File: src/rtl/path_delay_meter_if.sv
// Handshake and result bundle for path_delay_meter; the slave modport is the meter side.
// The master modport belongs to the controller that pulses start and drives the chain output.
interface path_delay_meter_if #(
  parameter int CNT_W       = 12,
  parameter int TRIALS_LOG2 = 4
);
  logic                         start;
  logic                         pathResult;
  logic                         pathLaunch;
  logic                         busy;
  logic                         done;
  logic                         timeout;
  logic [CNT_W+TRIALS_LOG2-1:0] delaySum;
  logic [CNT_W-1:0]             delayMin;
  logic [CNT_W-1:0]             delayMax;

  modport master (
    output start, pathResult,
    input  pathLaunch, busy, done, timeout, delaySum, delayMin, delayMax
  );

  modport slave (
    input  start, pathResult,
    output pathLaunch, busy, done, timeout, delaySum, delayMin, delayMax
  );
endinterface

File: src/rtl/path_delay_meter.sv
// Times 2^TRIALS_LOG2 alternating-edge launches through a delay path; min/max tracking only with DELAY_MINMAX_EN.
// busy rises one cycle after an accepted start; start is ignored outside IDLE, no other backpressure.
module path_delay_meter #(
  parameter int CNT_W       = 12,
  parameter int TRIALS_LOG2 = 4,
  parameter int TIMEOUT     = 4000,
  parameter int SETTLE_CYC  = 8,
  parameter bit PATH_INV    = 1'b0
) (
  input logic          clk,
  input logic          rst_n,
  path_delay_meter_if.slave bus
);
  localparam int SUM_W = CNT_W + TRIALS_LOG2;
  localparam int SET_W = $clog2(SETTLE_CYC + 1);

  typedef enum logic [2:0] {S_IDLE, S_SETTLE, S_MEASURE, S_RECORD, S_DONE} state_t;

  state_t                 state_q, state_d;
  logic                   sync1_q, sync1_d, sync2_q, sync2_d;
  logic                   launch_q, launch_d;
  logic [CNT_W-1:0]       cnt_q, cnt_d;
  logic [CNT_W-1:0]       trial_q, trial_d;
  logic [SET_W-1:0]       settle_q, settle_d;
  logic [TRIALS_LOG2-1:0] idx_q, idx_d;
  logic [SUM_W-1:0]       sum_q, sum_d;
  logic                   tmo_q, tmo_d;
  logic                   busy_q, busy_d;
  logic                   done_q, done_d;
  logic                   res_s, exp_lvl;

  assign res_s   = sync2_q;
  assign exp_lvl = launch_q ^ PATH_INV;

  always_comb begin
    state_d  = state_q;
    sync1_d  = bus.pathResult;
    sync2_d  = sync1_q;
    launch_d = launch_q;
    cnt_d    = cnt_q;
    trial_d  = trial_q;
    settle_d = settle_q;
    idx_d    = idx_q;
    sum_d    = sum_q;
    tmo_d    = tmo_q;
    busy_d   = busy_q;
    done_d   = 1'b0;
    case (state_q)
      S_IDLE: begin
        if (bus.start) begin
          sum_d    = '0;
          tmo_d    = 1'b0;
          idx_d    = '0;
          settle_d = '0;
          busy_d   = 1'b1;
          state_d  = S_SETTLE;
        end
      end
      S_SETTLE: begin
        if (res_s == exp_lvl) begin
          if (settle_q == SET_W'(SETTLE_CYC - 1)) begin
            settle_d = '0;
            launch_d = ~launch_q;
            cnt_d    = CNT_W'(1);
            state_d  = S_MEASURE;
          end else begin
            settle_d = settle_q + SET_W'(1);
          end
        end else begin
          settle_d = '0;
        end
      end
      S_MEASURE: begin
        // A match wins over the limit when both land in the same cycle.
        if (res_s == exp_lvl) begin
          trial_d = cnt_q;
          state_d = S_RECORD;
        end else if (cnt_q == CNT_W'(TIMEOUT)) begin
          trial_d = cnt_q;
          tmo_d   = 1'b1;
          state_d = S_RECORD;
        end else begin
          cnt_d = cnt_q + CNT_W'(1);
        end
      end
      S_RECORD: begin
        sum_d = sum_q + {{TRIALS_LOG2{1'b0}}, trial_q};
        if (idx_q == '1) begin
          busy_d  = 1'b0;
          done_d  = 1'b1;
          state_d = S_DONE;
        end else begin
          idx_d   = idx_q + TRIALS_LOG2'(1);
          state_d = S_SETTLE;
        end
      end
      S_DONE:  state_d = S_IDLE;
      default: state_d = S_IDLE;
    endcase
  end

  always_ff @(posedge clk or negedge rst_n) begin
    if (!rst_n) begin
      state_q  <= S_IDLE;
      sync1_q  <= 1'b0;
      sync2_q  <= 1'b0;
      launch_q <= 1'b0;
      cnt_q    <= '0;
      trial_q  <= '0;
      settle_q <= '0;
      idx_q    <= '0;
      sum_q    <= '0;
      tmo_q    <= 1'b0;
      busy_q   <= 1'b0;
      done_q   <= 1'b0;
    end else begin
      state_q  <= state_d;
      sync1_q  <= sync1_d;
      sync2_q  <= sync2_d;
      launch_q <= launch_d;
      cnt_q    <= cnt_d;
      trial_q  <= trial_d;
      settle_q <= settle_d;
      idx_q    <= idx_d;
      sum_q    <= sum_d;
      tmo_q    <= tmo_d;
      busy_q   <= busy_d;
      done_q   <= done_d;
    end
  end

`ifdef DELAY_MINMAX_EN
  logic [CNT_W-1:0] min_q, min_d, max_q, max_d;
  logic             run_clr, rec_en;

  assign run_clr = (state_q == S_IDLE) && bus.start;
  assign rec_en  = (state_q == S_RECORD);

  always_comb begin
    min_d = min_q;
    max_d = max_q;
    if (run_clr) begin
      min_d = '1;
      max_d = '0;
    end else if (rec_en) begin
      if (trial_q < min_q) min_d = trial_q;
      if (trial_q > max_q) max_d = trial_q;
    end
  end

  always_ff @(posedge clk or negedge rst_n) begin
    if (!rst_n) begin
      min_q <= '0;
      max_q <= '0;
    end else begin
      min_q <= min_d;
      max_q <= max_d;
    end
  end

  assign bus.delayMin = min_q;
  assign bus.delayMax = max_q;
`else
  assign bus.delayMin = '0;
  assign bus.delayMax = '0;
`endif

  assign bus.pathLaunch = launch_q;
  assign bus.busy       = busy_q;
  assign bus.done       = done_q;
  assign bus.timeout    = tmo_q;
  assign bus.delaySum   = sum_q;
endmodule
File: src/flat_wrapper.sv
// flat-port wrapper written by rule: the top's interface ports become plain ports
module path_delay_meter_flat 
#(
  parameter int CNT_W       = 12,
  parameter int TRIALS_LOG2 = 4,
  parameter int TIMEOUT     = 4000,
  parameter int SETTLE_CYC  = 8,
  parameter bit PATH_INV    = 1'b0
)
  (clk, rst_n, bus_start, bus_pathResult, bus_pathLaunch, bus_busy, bus_done, bus_timeout, bus_delaySum, bus_delayMin, bus_delayMax);
  path_delay_meter_if #(.CNT_W(CNT_W), .TRIALS_LOG2(TRIALS_LOG2)) bus_i ();
  input logic clk;
  input logic rst_n;
  input wire logic [$bits(bus_i.start)-1:0] bus_start;
  input wire logic [$bits(bus_i.pathResult)-1:0] bus_pathResult;
  output wire logic [$bits(bus_i.pathLaunch)-1:0] bus_pathLaunch;
  output wire logic [$bits(bus_i.busy)-1:0] bus_busy;
  output wire logic [$bits(bus_i.done)-1:0] bus_done;
  output wire logic [$bits(bus_i.timeout)-1:0] bus_timeout;
  output wire logic [$bits(bus_i.delaySum)-1:0] bus_delaySum;
  output wire logic [$bits(bus_i.delayMin)-1:0] bus_delayMin;
  output wire logic [$bits(bus_i.delayMax)-1:0] bus_delayMax;
  assign bus_i.start = bus_start;
  assign bus_i.pathResult = bus_pathResult;
  assign bus_pathLaunch = bus_i.pathLaunch;
  assign bus_busy = bus_i.busy;
  assign bus_done = bus_i.done;
  assign bus_timeout = bus_i.timeout;
  assign bus_delaySum = bus_i.delaySum;
  assign bus_delayMin = bus_i.delayMin;
  assign bus_delayMax = bus_i.delayMax;
  path_delay_meter #(.CNT_W(CNT_W), .TRIALS_LOG2(TRIALS_LOG2), .TIMEOUT(TIMEOUT), .SETTLE_CYC(SETTLE_CYC), .PATH_INV(PATH_INV)) u_core (.clk(clk), .rst_n(rst_n), .bus(bus_i));
endmodule
File: config.mk
export PLATFORM = sky130hd
export DESIGN_NAME = path_delay_meter_flat
export DESIGN_NICKNAME = d
export VERILOG_FILES = /design/src/rtl/path_delay_meter_if.sv /design/src/rtl/path_delay_meter.sv /design/src/flat_wrapper.sv
export SDC_FILE = /design/constraint.sdc
export NUM_CORES = 1
export LEC_CHECK = 0
export CAP_MARGIN = 30
export CORE_MARGIN = 1.5
export CORE_UTILIZATION = 45
export DETAILED_ROUTE_END_ITERATION = 7
export HOLD_SLACK_MARGIN = 0.12
export PLACE_DENSITY = 0.73
export SLEW_MARGIN = 10
export SYNTH_ARGS = -nofsm -noshare
export SYNTH_HDL_FRONTEND = slang
export SYNTH_SLANG_ARGS = --single-unit
File: constraint.sdc
create_clock -name clk -period 2.35 [get_ports clk]
set_clock_uncertainty 0.15 [all_clocks]
set_input_delay 0.47 -clock clk [delete_from_list [all_inputs] [get_ports clk]]
set_output_delay 0.47 -clock clk [all_outputs]
set_load 0.03 [all_outputs]
## Word-level counts from Yosys, hierarchy flattened

Index checks and enable logic that the tools add are counted.

| word-level totals | value |
|---|---|
| flip-flop bits (word level) | 57 |
| input port bits | 4 |
| word-level logic and storage cells | 79 |

| cells by class | value |
|---|---|
| $add $sub $neg | 4 |
| eq/ne operators | 16 |
| muxes and demuxes | 31 |
| bitwise gates (word level) | 1 |
| reduce and logical (&&, ||, !) cells | 15 |

Operator list:

| kind | count |
|---|---|
| 12-bit two-way mux | 6 |
| 16-bit case mux with 2 select lines | 1 |
| 12-bit case mux with 2 select lines | 1 |
| 3-bit two-way mux | 6 |
| 16-bit by 12-bit adder with 16-bit output | 1 |
| 16-bit two-way mux | 1 |
| 4-bit two-way mux | 4 |
| 4-bit case mux with 2 select lines | 2 |
| 12-bit by 1-bit adder with 12-bit output (second input constant) | 1 |
| 12-bit == test (second input constant) | 1 |
| 3-bit case mux with 4 select lines | 1 |
| 2-bit nonzero test | 5 |
| 3-bit AND reduction | 3 |
| 4-bit by 1-bit adder with 4-bit output (second input constant) | 2 |
| 2-bit by 1-bit inequality test with 1-bit output (second input constant) | 4 |
| 2-bit inequality test (second input constant) | 4 |
| 4-bit AND reduction | 2 |
| 1-bit two-way mux | 7 |
| 3-bit by 2-bit == test with 1-bit output (second input constant) | 2 |
| 2-bit AND reduction | 3 |
| 5-bit AND reduction | 1 |
| 4-bit by 3-bit == test with 1-bit output (second input constant) | 1 |
| 4-bit == test (second input constant) | 1 |
| 1-bit case mux with 2 select lines | 2 |
| other kinds (5) | 5 |

## Longest topological paths before layout

Gate-level depths: netlist (run 1).

| logic depth | value |
|---|---|
| depth after elaboration | 4 |
| gate-level depth with buffers | 9 |
| depth with buffers taken out | 9 |

## Least setup slack after synthesis (run 1)

OpenSTA, ideal clock, no wires.

| path | value |
|---|---|
| path type | register to register |
| from | register u_core.sum_q[0] (netlist: u_core.bus.delaySum[0]) |
| to | register u_core.sum_q[12] (netlist: u_core.bus.delaySum[12]) |
| setup time | 0.082 ns |
| arrival | 2.111 ns |
| data required time | 2.118 ns |
| path slack | 0.007 ns |
| stages on the path, launching flop included | 10 |
| period minus slack after synthesis | 2.343 ns |
| cell sequence | dfrtp_1 -> ha_1 -> inv_1 -> fa_1 -> nand2b_1 -> a21oi_1 -> a211oi_1 -> a21oi_1 -> a32oi_1 -> mux2i_1 |

| between the ends | value |
|---|---|
| word-level cells in the longest chain between the ends | 2 |

Ends and longest elaborated chain:

| item | RTL line | source |
|---|---|---|
| from (decl) | path_delay_meter.sv:26 | `logic [SUM_W-1:0] sum_q, sum_d;` |
| from (signal assigned) | path_delay_meter.sv:125 | `sum_q <= sum_d;` |
| 16-bit by 12-bit adder with 16-bit output | path_delay_meter.sv:87 | `sum_d = sum_q + {{TRIALS_LOG2{1'b0}}, trial_q};` |
| 16-bit case mux with 2 select lines | path_delay_meter.sv:48 | `case (state_q)` |

No other way between the ends.
A chain may end at the register's enable or synchronous reset.

## Final worst setup path (run 1)

| path | value |
|---|---|
| from | register u_core.sum_q[3] (netlist: u_core.bus.delaySum[3]) |
| to | register u_core.sum_q[15] (netlist: u_core.bus.delaySum[15]) |

Same word-level chain as after synthesis.

==> results of run 1 <==
[sequential cells by signal, indices dropped and copies added, names as in the netlist]
name / cells
u_core.cnt_q: 12
u_core.bus.delaySum: 16
u_core.state_q: 3
u_core.bus.busy: 1
u_core.sync1_q: 1
u_core.bus.pathLaunch: 1
u_core.idx_q: 4
u_core.trial_q: 12
u_core.settle_q: 4
u_core.bus.done: 1
u_core.bus.timeout: 1
u_core.res_s: 1
[placed cells by master (no fill, tap or decap), types with 3 or more instances in the layout]
cell type,count
or3_1,4
a31oi_1,3
ha_1,14
o21ai_1,4
or4_1,3
o211ai_1,3
o2111ai_1,3
a21o_1,3
o21ai_2,3
buf_4,18
clkbuf_8,12
nand2_1,71
dfrtp_1,57
conb_1,24
o21a_1,3
inv_1,10
nand3_1,20
clkdlybuf4s50_1,22
nor3_1,4
nand2b_1,4
a21oi_1,20
o31ai_1,4
xor2_1,6
mux2i_1,6
nor2_1,18
o21ai_0,27
xnor2_1,4
[timing repair]
action	in CTS	in global routing
hold endpoints to repair	57	0
resized for setup	1	7
buffers inserted	0	0
hold buffers	1	0
setup endpoints to repair	1	6
pin swaps	1	0
[path summary, 6_finish.rpt]
path / cells past startpoint / startpoint / slack (ns) / endpoint
hold reg to reg: 0 / u_core.sync1_q$_DFF_PN0_ / 0.20 / u_core.res_s$_DFF_PN0_
max in group asynchronous: 3 / rst_n / 1.28 / u_core.bus.pathLaunch$_DFFE_PN0P_
setup / recovery: 7 / u_core.bus.delaySum[3]$_DFFE_PN0P_ / 0.07 / u_core.bus.delaySum[15]$_DFFE_PN0P_
hold / removal: 0 / u_core.sync1_q$_DFF_PN0_ / 0.20 / u_core.res_s$_DFF_PN0_
min in group asynchronous: 3 / rst_n / 0.51 / u_core.bus.delaySum[13]$_DFFE_PN0P_
setup reg to reg: 7 / u_core.bus.delaySum[3]$_DFFE_PN0P_ / 0.07 / u_core.bus.delaySum[15]$_DFFE_PN0P_
[cells by family after synthesis]
family	share of synthesized area [%]
AO/OA/AOI/OAI	16.4
XOR/XNOR	2.62
adder cells (fa/ha/maj)	6.60
buffers and inverters	8.85
flip-flops	42.7
multiplexers	1.80
other	0.112
AND/OR/NAND/NOR	20.9
[power by group through the flow]
stage	Sequential, mW	Clock (mW)	Combinational (mW)
3_5_place_dp	1.32	0	1.02
2_1_floorplan	1.48	0	0.512
5_1_grt	1.33	1.03	1.14
3_3_place_gp	1.31	0	1.00
4_1_cts	1.30	0.982	1.02
6_report	1.30	0.964	1.04
[final cells by class]
| class | count | area share, % |
|---|---|---|
| clock buffers | 14 | 4.40 |
| well taps | 99 | 3.15 |
| repair buffers | 43 | 9.94 |
| inverters | 10 | 0.956 |
| flip-flops and latches | 57 | 36.3 |
| multi-input cells | 291 | 44.3 |
| clock inverters | 2 | 0.892 |
[through the flow]
stage / utilization, % / area [um^2] / worst slack [ns]
4_1_cts: 54.0 / 3890 / 0.00191
5_1_grt: 54.4 / 3930 / -0.0133
3_3_place_gp: 50.9 / 3670 / 0.0930
3_5_place_dp: 50.9 / 3670 / -0.0140
6_report: 54.4 / 3930 / 0.0742
2_1_floorplan: - / 3420 / 0.00728
[per-layer routing]
layer  vias to the layer above  wire (um)  global-route usage (%)
li1                       1340          -                       -
met1                      1292       3130                    22.7
met2                        67       3240                    30.0
met3                        15        275                    4.99
met4                         0        163                    6.85
met5                         -          0                       0
==> impl_metrics.json, run 1 <==
{
  "run_status": "finished clean",
  "ir_worst_vdd_v": 0.000311,
  "worstPathArrival_ns": 2.39,
  "overflow": 0,
  "intPower_mw": 2.13,
  "synth.distinct_cells": 55,
  "synth_top_area_share_pct": 42.7,
  "finalSetupViolations": 0,
  "cts_buffers": 9,
  "finalCriticalPeriod_ns": 2.28,
  "track_usage_pct": 18.2,
  "drv_slew": 0,
  "areaGrowthSynthToFinish_pct": 17.7,
  "synth-main-ff-cell": "dfrtp_1",
  "grt_max_degree": 58,
  "path_buf_inv": 0,
  "clock-sinks": 57,
  "clkTransAtPathRegs_ns": 0.07,
  "fp.dieH_um": 89.1,
  "yosysSeqAreaShare_pct": 42.7,
  "timing.setup.tns_ns": 0,
  "antenna_found_initial": 0,
  "yosys_warnings": 0,
  "drc_errors": 0,
  "clk_path_buf_depth": 2,
  "synth.area.top_cells": "dfrtp_1, nand2_1, ha_1",
  "dr.pass1.iters": 4,
  "fillers": 664,
  "vias": 2714,
  "end_kind": "flop",
  "ioPinCount": 48,
  "worstPathCellList": "ha_1 > o211ai_1 > o21ai_2 > a31oi_2 > or4_1 > o21ai_1 > mux2i_1",
  "vias_per_cell": 5.26,
  "path_class": "flop to flop",
  "core-area_um2": 7210,
  "syn_area_um2": 3340,
  "synth_edf_count": 0,
  "root_buffer": "clkbuf_8",
  "power_mw": 3.30,
  "diodes": 0,
  "powerDensity_nw_per_um2": 841,
  "grt_pass1_wl_um": 11100,
  "maxCapViolCount": 0,
  "post-synth-top-count-cell": "nand2_1",
  "async_flop_share_pct": 100,
  "multi_input_area_um2": 1740,
  "dp.cells": 499,
  "netlist_instances": 373,
  "ys_seq_elements": 57,
  "drt-wirelength-per-cell_um": 13.2,
  "dieArea_um2": 7940,
  "comb_power_share_pct": 31.4,
  "crit_family": "compound AO/OA/AOI/OAI gates",
  "layout.nets": 433,
  "timing.final.crit_share_pct": 96.8,
  "p_switching_mw": 1.17,
  "swShare_pct": 35.4,
  "final_cells": 516,
  "hold_ws_ns": 0.200,
  "max_stage_delay_ns": 0.53,
  "dpl.hpwl_um": 4890,
  "leakage_nw": 1.79,
  "drive_gt1_share_pct": 12.0,
  "rows": 31,
  "grt_pass1_vias": 2480,
  "cts_max_level": 3,
  "min_path_type": "flop to flop",
  "power_frac_seq_pct": 39.5,
  "drt-total-wl_um": 6800,
  "fmax_mhz": 439,
  "ys_top_cells_by_count": "nand2_1, dfrtp_1, o21ai_0",
  "crit_slowest_cell": "or4_1",
  "yosysTopAreaCell": "dfrtp_1",
  "hold_violations": 0,
  "avgSynthCellArea_um2": 8.95,
  "ant_nets": 0,
  "cp-start-kind": "flop",
  "initial_core_util_pct": 46.3,
  "p_clk_share_pct": 29.2,
  "cts_tree": "yes",
  "gp_congestion": 0.906,
  "first_iter_violations": 122,
  "required_ns": 2.47,
  "fp.dieW_um": 89.1,
  "clkLatencyLatePin_ns": 0.34,
  "port-buffer-count": 23,
  "register_area_um2": 1430,
  "crit_fanout": 4
}
No activity file was read; power rests on OpenSTA's default activity.
==> inputs of run 2 (changes only) <==
Settings changed: CORE_ASPECT_RATIO set to 0.75.
==> run 2 against run 1 <==
Effect of this change: die area about the same; sequential power about the same; routed wire length increased by 10%; power decreased by 1.8%; combinational power increased by 8%; setup slack improved by 0.022 ns; cell area increased by 1.8%; first-iteration DRC count increased by 3.3%; sequential share of layout area decreased by 0.66 points; clock-buffer cell count decreased by 1; clock power decreased by 14%; critical path depth increased by 2; largest power group unchanged.
==> impl_metrics.json, run 2 (same netlist as run 1, synthesis figures left out) <==
{
  "vias": 2776,
  "maxCapViolCount": 0,
  "antenna_found_initial": 0,
  "drc_errors": 0,
  "fp.dieH_um": 77.6,
  "grt_pass1_wl_um": 12600,
  "finalSetupViolations": 0,
  "register_area_um2": 1430,
  "fp.dieW_um": 102,
  "ir_worst_vdd_v": 0.000463,
  "grt_pass1_vias": 2644,
  "worst_slew_pin_slew_ns": 0.963,
  "ioPinCount": 48,
  "timing.setup.tns_ns": 0,
  "path_class": "flop to flop",
  "multi_input_area_um2": 1790,
  "r2r-end": "u_core.bus.delaySum[10]$_DFFE_PN0P_",
  "root_buffer": "clkbuf_8",
  "drv_slew": 0,
  "leakage_nw": 1.83,
  "layout_common_cells": "nand2_1, dfrtp_1, o21ai_0",
  "worstPathCellList": "ha_2 > inv_2 > fa_2 > nand2b_4 > a21oi_1 > a211oi_2 > o21ai_1 > mux2i_1 > nand3_1",
  "cts_tree": "yes",
  "crit_fanout": 4,
  "dieArea_um2": 7950,
  "crit_slowest_cell": "fa_2",
  "fillers": 664,
  "min_path_type": "flop to flop",
  "fmax_mhz": 444,
  "drt-wirelength-per-cell_um": 14.3,
  "vias_per_cell": 5.31,
  "rows": 26,
  "finalCriticalPeriod_ns": 2.25,
  "clk_path_buf_depth": 2,
  "endpoint": "u_core.bus.delaySum[10]$_DFFE_PN0P_",
  "drive_gt1_share_pct": 15.1,
  "powerDensity_nw_per_um2": 811,
  "track_usage_pct": 20.7,
  "design_area_um2": 4000,
  "slew_headroom_pct": 35.6,
  "drt-total-wl_um": 7500,
  "grt_max_degree": 58,
  "r2r_slack_ns": 0.1,
  "clkLatencyLatePin_ns": 0.34,
  "cp-start-kind": "flop",
  "r2r_start": "u_core.trial_q[0]$_DFFE_PN0P_",
  "end_kind": "flop",
  "clock-sinks": 57,
  "core-area_um2": 6990,
  "first_iter_violations": 126,
  "worstPathArrival_ns": 2.31,
  "cp.depth": 9,
  "required_ns": 2.41,
  "run_status": "finished clean",
  "path_buf_inv": 1,
  "hold_violations": 0,
  "layout.nets": 441,
  "max_stage_delay_ns": 0.38,
  "crit_family": "adder cells",
  "r2r_cells": 9,
  "ant_nets": 0,
  "dpl.hpwl_um": 5420,
  "port-buffer-count": 23,
  "power_mw": 3.25,
  "overflow": 0,
  "timing.final.crit_share_pct": 95.9,
  "crit_start": "u_core.trial_q[0]$_DFFE_PN0P_",
  "largest_reg_flops": 16,
  "clkTransAtPathRegs_ns": 0.06,
  "cts_max_level": 3,
  "gp_congestion": 0.936,
  "initial_core_util_pct": 47.7,
  "dr.pass1.iters": 4,
  "layout_commonest_cell": "nand2_1",
  "diodes": 0,
  "areaGrowthSynthToFinish_pct": 19.8,
  "placed_cell_area_um2": 3710,
  "cts_buffers": 9
}
run 2: cell types whose count changed in the layout (fill, tap and decap cells not counted), sizes merged:
cell,previous run,this run
buf,20,28
clkinv,1,3
bufinv,1,0
clkbuf,14,13
run 2: how the worst min path moves through the flow:
stage | to | depth (start not counted) | slack (ns) | from
floorplan | u_core.bus.busy$_DFFE_PN0P_ | 0 | 0.02 | rst_n
global placement | u_core.res_s$_DFF_PN0_ | 0 | 0.18 | u_core.sync1_q$_DFF_PN0_
detailed placement | u_core.res_s$_DFF_PN0_ | 0 | 0.19 | u_core.sync1_q$_DFF_PN0_
CTS | u_core.res_s$_DFF_PN0_ | 0 | 0.21 | u_core.sync1_q$_DFF_PN0_
global route | u_core.res_s$_DFF_PN0_ | 0 | 0.21 | u_core.sync1_q$_DFF_PN0_
finish | u_core.res_s$_DFF_PN0_ | 0 | 0.21 | u_core.sync1_q$_DFF_PN0_
run 2: repair_timing:
| item | in CTS | in global routing |
|---|---|---|
| buffers inserted | 0 | 2 |
| setup endpoints to repair | 3 | 5 |
| pin swaps | 0 | 6 |
| hold buffers | 1 | 0 |
| resized for setup | 5 | 11 |
| endpoints found under the hold margin | 57 | 0 |
run 2: where the power goes:
part,leakage (nW),internal (mW),switching [mW]
Clock,0.0932,0.435,0.393
Sequential,0.760,1.14,0.159
Combinational,0.973,0.457,0.659
Total,1.83,2.03,1.21
run 2: cell type report:
| class | count | area share (%) |
|---|---|---|
| multi-input combinational | 291 | 44.7 |
| sequential | 57 | 35.7 |
| clock inverter | 3 | 0.375 |
| tap | 98 | 3.07 |
| clock buffer | 13 | 3.97 |
| inverter | 10 | 0.938 |
| timing repair buffer | 51 | 11.3 |
run 2: per-stage QoR:
| stage | hold WS (ns) | setup slack [ns] | std cells | utilization (%) |
|---|---|---|---|---|
| finish | 0.206 | 0.0961 | 523 | 57.2 |
| global route | 0.213 | -0.00999 | 523 | 57.2 |
| global placement | 0.183 | -0.0502 | 504 | 53.1 |
| CTS | 0.209 | 0.0314 | 521 | 56.3 |
| floorplan | 0.0244 | 0.00728 | 396 | - |
| detailed placement | 0.194 | -0.0746 | 504 | 53.1 |
run 2: layer usage:
metal	global-route usage (%)	up-vias	share of wire [%]
met5	0	-	0
met4	7.40	0	1.5
met3	5.50	12	5.3
met2	30.2	73	45
met1	29.4	1335	49
li1	-	1356	-
==> inputs of run 3 (changes only) <==
Settings changed: CORE_UTILIZATION 45 to 49, GPL_TIMING_DRIVEN set to 1, PLACE_DENSITY 0.73 to 0.76.
==> run 3 against run 2 <==
Effect of this change: critical path type unchanged; non-clock buffer count fell by 4; flip-flop and latch count stayed put; core utilization increased by 3.5 points; highest routed layer unchanged; critical path depth decreased by 2; clock-buffer cell count increased by 1; largest cell class unchanged; setup slack worse by 0.0043 ns.
==> impl_metrics.json, run 3 (same netlist as run 1, synthesis figures left out) <==
{
  "run_status": "finished clean",
  "final_cells": 500,
  "core-area_um2": 6440,
  "fp.dieW_um": 98.3,
  "leakage_nw": 1.78,
  "rows": 25,
  "ir_worst_vdd_v": 0.000454,
  "layout.nets": 437,
  "areaGrowthSynthToFinish_pct": 17.2,
  "diodes": 0,
  "powerDensity_nw_per_um2": 813,
  "overflow": 0,
  "root_buffer": "clkbuf_8",
  "min_path_type": "flop to flop",
  "finalCriticalPeriod_ns": 2.26,
  "grt_pass1_wl_um": 12700,
  "drive_gt1_share_pct": 12.6,
  "vias": 2755,
  "cts_tree": "yes",
  "drv_slew": 0,
  "end_kind": "flop",
  "cts_max_level": 3,
  "required_ns": 2.46,
  "port-buffer-count": 23,
  "power_mw": 3.18,
  "initial_core_util_pct": 51.8,
  "layout_common_cells": "nand2_1, dfrtp_1, o21ai_0",
  "gp_congestion": 0.960,
  "drt-total-wl_um": 7280,
  "grt_pass1_vias": 2628,
  "grt_max_degree": 58,
  "dpl.hpwl_um": 5330,
  "crit_fanout": 4,
  "dr.pass1.iters": 4,
  "layout_commonest_cell": "nand2_1",
  "path_class": "flop to flop",
  "worstPathArrival_ns": 2.37,
  "timing.final.crit_share_pct": 96.1,
  "fmax_mhz": 443,
  "drt-wirelength-per-cell_um": 14.6,
  "ant_nets": 0,
  "fp.dieH_um": 74.5,
  "track_usage_pct": 22.1,
  "first_iter_violations": 139,
  "placed_cell_area_um2": 3670,
  "clk_path_buf_depth": 2,
  "dp.cells": 484,
  "clkTransAtPathRegs_ns": 0.06,
  "cp-start-kind": "flop",
  "cts_buffers": 9,
  "drc_errors": 0,
  "design_area_um2": 3910,
  "vias_per_cell": 5.51,
  "dieArea_um2": 7320,
  "hold_violations": 0,
  "finalSetupViolations": 0,
  "antenna_found_initial": 0,
  "ioPinCount": 48,
  "timing.setup.tns_ns": 0,
  "clock-sinks": 57,
  "rsz0062_at_grt": "yes",
  "maxCapViolCount": 0,
  "largest_reg_flops": 16,
  "clkLatencyLatePin_ns": 0.34
}
-- run 3: layout make-up --
cell class,count,area (um^2)
Multi-Input combinational cell,291,1760
Fill cell,546,2530
Sequential cell,57,1430
Tap cell,81,101
Inverter,10,37.5
Timing Repair Buffer,47,420
Clock buffer,14,163
-- run 3: final timing paths --
kind                                                     from                                   to  slack, ns  cells after the start
max                        u_core.bus.delaySum[2]$_DFFE_PN0P_  u_core.bus.delaySum[15]$_DFFE_PN0P_       0.09                      7
min                                  u_core.sync1_q$_DFF_PN0_               u_core.res_s$_DFF_PN0_       0.20                      0
max reg2reg                u_core.bus.delaySum[2]$_DFFE_PN0P_  u_core.bus.delaySum[15]$_DFFE_PN0P_       0.09                      7
min reg2reg                          u_core.sync1_q$_DFF_PN0_               u_core.res_s$_DFF_PN0_       0.20                      0
max in group asynchronous                               rst_n    u_core.bus.pathLaunch$_DFFE_PN0P_       1.27                      3
min in group asynchronous                               rst_n   u_core.bus.delaySum[4]$_DFFE_PN0P_       0.49                      3
-- run 3: report_power, final --
group | switching [mW] | internal, mW
combinational | 0.638 | 0.438
clock | 0.371 | 0.430
sequential | 0.163 | 1.14
-- run 3: critical path, cell delays in order (launching register included) --
cell and delay (ns):
dfrtp_2 0.44, ha_4 0.30, o211ai_1 0.10, o21ai_2 0.20, a31oi_2 0.16, or4_1 0.54
o21ai_1 0.11, mux2i_1 0.19
-- run 3: metal layers --
| layer | part of all wire [%] | GRT usage (%) |
|---|---|---|
| met1 | 48 | 30.1 |
| met2 | 46 | 35.1 |
| met3 | 6.0 | 6.48 |
| met5 | 0 | 0 |
| met4 | 0.54 | 5.79 |
-- run 3: metrics by stage --
stage                     util [%]  setup WS [ns]  hold slack (ns)
final                         60.7         0.0918            0.203
after global routing          60.7        -0.0305            0.218
after CTS                     59.9         0.0176            0.206
after detailed placement      57.0        -0.0235            0.193
after global placement        57.0         0.0454            0.185
after floorplan                  -        0.00728           0.0244
-- run 3: timing repair --
item / in CTS / in global routing
resized for setup: 3 / 7
hold buffers: 1 / 0
pin swaps: 1 / 1
setup buffers: 0 / 1
endpoints found under the hold margin: 57 / 0
setup endpoints to repair: 4 / 6
